[src/rtl/slow_clock_monitor.sv]
// slow_clock_monitor: synchronizes a slow divided clock, emits edge strobes, measures half-periods and tracks lock/fault health
module slow_clock_monitor #(
    parameter int EXP_HALF   = 500000000,
    parameter int TOL        = 16,
    parameter int LOCK_COUNT = 2,
    parameter int CNT_W      = 32
) (
    input  logic             clk_in,
    input  logic             reset,
    input  logic             slow_clk,
    output logic             rise_pulse,
    output logic             fall_pulse,
    output logic [CNT_W-1:0] half_period,
    output logic             period_valid,
    output logic             too_fast,
    output logic             too_slow,
    output logic             stalled,
    output logic             locked,
    output logic [1:0]       state,
    output logic [7:0]       fault_count
);
    localparam int RUN_W = $clog2(LOCK_COUNT + 1);
    localparam logic [CNT_W:0] HI = (CNT_W+1)'(EXP_HALF + TOL);
    localparam logic [CNT_W:0] LO = (CNT_W+1)'(EXP_HALF > TOL ? EXP_HALF - TOL : 0);

    typedef enum logic [1:0] {IDLE = 2'd0, ACQ = 2'd1, LOCKED = 2'd2, FAULT = 2'd3} state_t;

    state_t st, st_nx;
    logic s1, s2, s3;
    logic [CNT_W-1:0] cnt;
    logic [RUN_W-1:0] run, run_nx;
    logic [CNT_W:0] meas;
    logic edge_ev, good, stall, measure;

    // meas is cnt+1, one bit wider so the stall compare never wraps
    assign meas    = {1'b0, cnt} + (CNT_W+1)'(1);
    assign edge_ev = s2 ^ s3;
    assign good    = meas >= LO && meas <= HI;
    assign stall   = (st == ACQ || st == LOCKED) && !edge_ev && meas > HI;
    assign measure = edge_ev && (st == ACQ || st == LOCKED);
    assign state   = st;
    assign locked  = st == LOCKED;

    // two-flop synchronizer plus a history flop for edge detection
    always_ff @(posedge clk_in or posedge reset)
        if (reset) {s1, s2, s3} <= 3'b000;
        else       {s1, s2, s3} <= {slow_clk, s1, s2};

    // edge-to-edge interval counter, held in IDLE, saturating at all-ones
    always_ff @(posedge clk_in or posedge reset)
        if (reset)                      cnt <= '0;
        else if (st == IDLE || edge_ev) cnt <= '0;
        else if (~&cnt)                 cnt <= meas[CNT_W-1:0];

    // state and good-run registers
    always_ff @(posedge clk_in or posedge reset)
        if (reset) begin
            st  <= IDLE;
            run <= '0;
        end else begin
            st  <= st_nx;
            run <= run_nx;
        end

    // next state: the first edge after IDLE/FAULT only restarts acquisition
    always_comb begin
        st_nx  = st;
        run_nx = run;
        case (st)
            IDLE: if (edge_ev) begin
                st_nx  = ACQ;
                run_nx = '0;
            end
            ACQ: if (edge_ev) begin
                run_nx = good ? run + RUN_W'(1) : '0;
                if (good && run_nx == RUN_W'(LOCK_COUNT)) st_nx = LOCKED;
            end else if (stall) st_nx = FAULT;
            LOCKED: if ((edge_ev && !good) || stall) st_nx = FAULT;
            FAULT: if (edge_ev) begin
                st_nx  = ACQ;
                run_nx = '0;
            end
        endcase
    end

    // registered strobes, measurement results, stall flag and fault counter
    always_ff @(posedge clk_in or posedge reset)
        if (reset) begin
            rise_pulse   <= 1'b0;
            fall_pulse   <= 1'b0;
            period_valid <= 1'b0;
            half_period  <= '0;
            too_fast     <= 1'b0;
            too_slow     <= 1'b0;
            stalled      <= 1'b0;
            fault_count  <= 8'd0;
        end else begin
            rise_pulse   <= edge_ev && s2;
            fall_pulse   <= edge_ev && !s2;
            period_valid <= measure;
            if (measure) begin
                half_period <= meas[CNT_W-1:0];
                too_fast    <= meas < LO;
                too_slow    <= meas > HI;
            end
            if (edge_ev)    stalled <= 1'b0;
            else if (stall) stalled <= 1'b1;
            if (st_nx == FAULT && st != FAULT && fault_count != 8'hFF) fault_count <= fault_count + 8'd1;
        end
endmodule

[config.mk]
export PLATFORM = sky130hd
export DESIGN_NAME = slow_clock_monitor
export DESIGN_NICKNAME = d
export VERILOG_FILES = /design/src/rtl/slow_clock_monitor.sv
export SDC_FILE = /design/constraint.sdc
export NUM_CORES = 1
export LEC_CHECK = 0
export BUFFER_PORTS_ARGS = -buffer_cell sky130_fd_sc_hd__buf_2
export CORE_MARGIN = 2
export CORE_UTILIZATION = 63
export CTS_CLUSTER_DIAMETER = 150
export DETAILED_ROUTE_END_ITERATION = 10
export PLACE_DENSITY = 0.85
export SYNTH_ARGS = -nofsm -noshare
export SYNTH_HDL_FRONTEND = slang
export SYNTH_SLANG_ARGS = --single-unit
[constraint.sdc]
create_clock -name clk_in -period 11.04 [get_ports clk_in]
set_clock_uncertainty 0.15 [all_clocks]
set_input_delay 2.208 -clock clk_in [delete_from_list [all_inputs] [get_ports clk_in]]
set_output_delay 2.208 -clock clk_in [all_outputs]
set_load 0.05 [all_outputs]
==> flow_metrics.env <==
export IMPL_start_kind="flop"
export IMPL_numCtsBuffers=9
export IMPL_power_density_nw_per_um2=172.1
export IMPL_ctsHtreeMaxLevel=3
export IMPL_fin_ws_ns=6.262
export IMPL_fp_dieArea_um2=8129
export IMPL_grt_max_degree=86
export IMPL_cts_hold_buf=0
export IMPL_nets=534
export IMPL_reg2reg_slack_ns=6.26
export IMPL_r2r_end="fault_count[1]$_DFFE_PP0P_"
export IMPL_ff2ff_path_depth=11
export IMPL_period_needed_ns=4.778
export IMPL_wl_um=10180
export IMPL_tightest_slew_ns=1.043
export IMPL_pre_cts_slack_ns=6.353
export IMPL_rsz0062_at_grt="no"
export IMPL_finalHoldViolCount=0
export IMPL_setup_tns_final_ns=0
export IMPL_drt_initial_drc_count=291
export IMPL_numPortBuffers=51
export IMPL_r2r_start="cnt[4]$_DFFE_PP0P_"
export IMPL_drive_gt1_frac=0.1708
export IMPL_ant_nets=0
export IMPL_synth_most_common_cell="dfrtp_1"
export IMPL_clk_pin_slew_ns=0.09
export IMPL_vias=3865
export IMPL_p_leak_nw=2.211
export IMPL_synth_warning_count=0
export IMPL_hp_class="reg -> reg"
export IMPL_coreArea_um2=7214
export IMPL_cts_tree="yes"
export IMPL_worstHoldPathCells=0
export IMPL_overflow=0
export IMPL_first_global_vias=3628
export IMPL_ff_latch_area_um2=2127
export IMPL_maxCapViolCount=0
export IMPL_dp_final_hpwl_um=7073
export IMPL_synth_fp_nets=505
export IMPL_cp_endpoint="fault_count[1]$_DFFE_PP0P_"
export IMPL_synth_ff_type="dfrtp_1"
export IMPL_async_reset_ff_frac=1.000
export IMPL_vdd_drop_max_uv=242.5
export IMPL_synthTopCellsByArea="dfrtp_1 (45%), xnor2_1 (5.2%), nand2_1 (4.9%), o21ai_0 (4.3%), a21oi_1 (3.7%)"
export IMPL_multi_input_area_um2=2345
export IMPL_grt_use_total=0.2641
export IMPL_required_ns=11.15
export IMPL_postCtsSetupBuffers=0
export IMPL_io_pins=52
export IMPL_cts_resized=0
export IMPL_synth_seq_area_share=0.4548
export IMPL_drc=0
export IMPL_synth_top_area_share=0.4548
export IMPL_routedWlPerCell_um=16.26
export IMPL_synthDistinctLibCells=65
export IMPL_cts_sinks=85
export IMPL_critPathMaxFanout=13
export IMPL_gp_congestion=0.9490
export IMPL_cts_path_max_buffers=2
export IMPL_crit_type="reg -> reg"
export IMPL_clk_latency_ns=0.36
export IMPL_max_freq_mhz=209.3
export IMPL_yosysTopAreaCell="dfrtp_1"
export IMPL_first_pass_iters=5
export IMPL_synth_area_um2=4677
export IMPL_maxSlewHeadroom=0.3049
export IMPL_ctsRootBufferMaster="clkbuf_8"
export IMPL_row_count=31
export IMPL_crit_arrival_ns=4.88
export IMPL_maxSlewViolCount=0
export IMPL_diodes=0
export IMPL_die_h_um=90.16
export IMPL_synthCells=493
export IMPL_setup_viol=0
export IMPL_n_fill_cell=584
export IMPL_grt_pass1_wl_um=17480
export IMPL_final_period_utilization=0.4328
export IMPL_viasPerCell=6.174
export IMPL_status="finished clean"
export IMPL_area_delta_synth_final_pct=8.909
export IMPL_avgSynthCellArea_um2=9.487
export IMPL_end_kind="flop"
export IMPL_ys_ff_latch=85
export IMPL_cp_startpoint="cnt[4]$_DFFE_PP0P_"
export IMPL_die_w_um=90.16
export IMPL_antenna_found_initial=0
export IMPL_synthTopCellsByCount="dfrtp_1 (85), nand2_1 (61), o21ai_0 (40)"
export IMPL_start_util=0.6483
export IMPL_synth_edf_count=0
worst min-delay path by stage:
stage	slack, ns	to	startpoint
after floorplan	0.18	s2$_DFF_PP0_	s1$_DFF_PP0_
after global placement	0.18	s2$_DFF_PP0_	s1$_DFF_PP0_
after detailed placement	0.20	s2$_DFF_PP0_	s1$_DFF_PP0_
after CTS	0.22	s2$_DFF_PP0_	s1$_DFF_PP0_
after global routing	0.23	s2$_DFF_PP0_	s1$_DFF_PP0_
final	0.21	s2$_DFF_PP0_	s1$_DFF_PP0_
per-layer routing:
| metal | global-route usage | wire, um | vias up |
|---|---|---|---|
| li1 | - | - | 1832 |
| met1 | 0.3610 | 4531 | 1865 |
| met2 | 0.4298 | 4976 | 147 |
| met3 | 0.03940 | 469 | 21 |
| met4 | 0.1000 | 199 | 0 |
| met5 | 0 | 0 | - |
critical path, stage by stage (launching register included):
cell and delay, ns:
dfrtp_1 0.52, nand4_1 0.49, nor4_4 0.72, nand2_1 0.23
or3_1 0.41, o311ai_0 0.25, a32oi_1 0.38, a2111oi_4 0.46
nor4b_2 0.12, nor4_4 0.41, and2_4 0.23, mux2_4 0.29
sequential cells by signal, summed over array words and instances (netlist names):
register and count:
fault_count 8, too_slow 1, stalled 1, s2 1, s3 1, state 2, run 2, period_valid 1
fall_pulse 1, cnt 32, rise_pulse 1, s1 1, too_fast 1, half_period 32
final cells by class:
class / instances / area share
clock buffers: 10 / 0.02702
inverters: 11 / 0.008352
repair buffers: 53 / 0.05306
well taps: 99 / 0.02432
flip-flops and latches: 85 / 0.4176
clock inverters: 6 / 0.009334
multi-input cells: 362 / 0.4603
report_power, final:
part	leakage [nW]	internal (mW)	switching, mW
Sequential	1.16	0.338	0.0302
Combinational	0.972	0.0791	0.222
Clock	0.0811	0.0888	0.118
Total	2.21	0.506	0.370
cell usage in the layout, fill, tap and decap left out, types with 12 or more instances in the layout:
| cell | synthesis | layout |
|---|---|---|
| nor3_1 | 12 | 12 |
| nand2_1 | 61 | 61 |
| nand4_1 | 14 | 14 |
| dfrtp_1 | 85 | 85 |
| buf_2 | 10 | 51 |
| xor2_1 | 13 | 13 |
| xnor2_1 | 28 | 28 |
| nand3_1 | 20 | 20 |
| a21oi_1 | 35 | 35 |
| nor2_1 | 22 | 22 |
| o21ai_0 | 40 | 40 |
per-stage QoR:
step | instance area (um^2) | power, mW | util | hold slack (ns) | cells
after global placement | 4908 | 0.6621 | 0.6804 | 0.1846 | 610
after global routing | 5094 | 0.9248 | 0.7060 | 0.2251 | 626
after detailed placement | 4908 | 0.6725 | 0.6804 | 0.1956 | 610
final | 5094 | 0.8765 | 0.7060 | 0.2142 | 626
after CTS | 5094 | 0.8807 | 0.7060 | 0.2153 | 626
after floorplan | 4677 | 0.6083 | - | 0.1812 | 493
kinds of logic (layout without fill, tap and decap cells):
logic type / count (synthesis) / after routing / share of synthesized area
simple gates: 187 / 187 / 0.2261
xor+xnor: 41 / 41 / 0.07678
fa+ha+maj: 9 / 9 / 0.02408
compound gates: 120 / 120 / 0.1619
buf+inv: 46 / 80 / 0.04441
mux: 5 / 5 / 0.01204
flops: 85 / 85 / 0.4548
No activity file was read; power rests on OpenSTA's default activity.
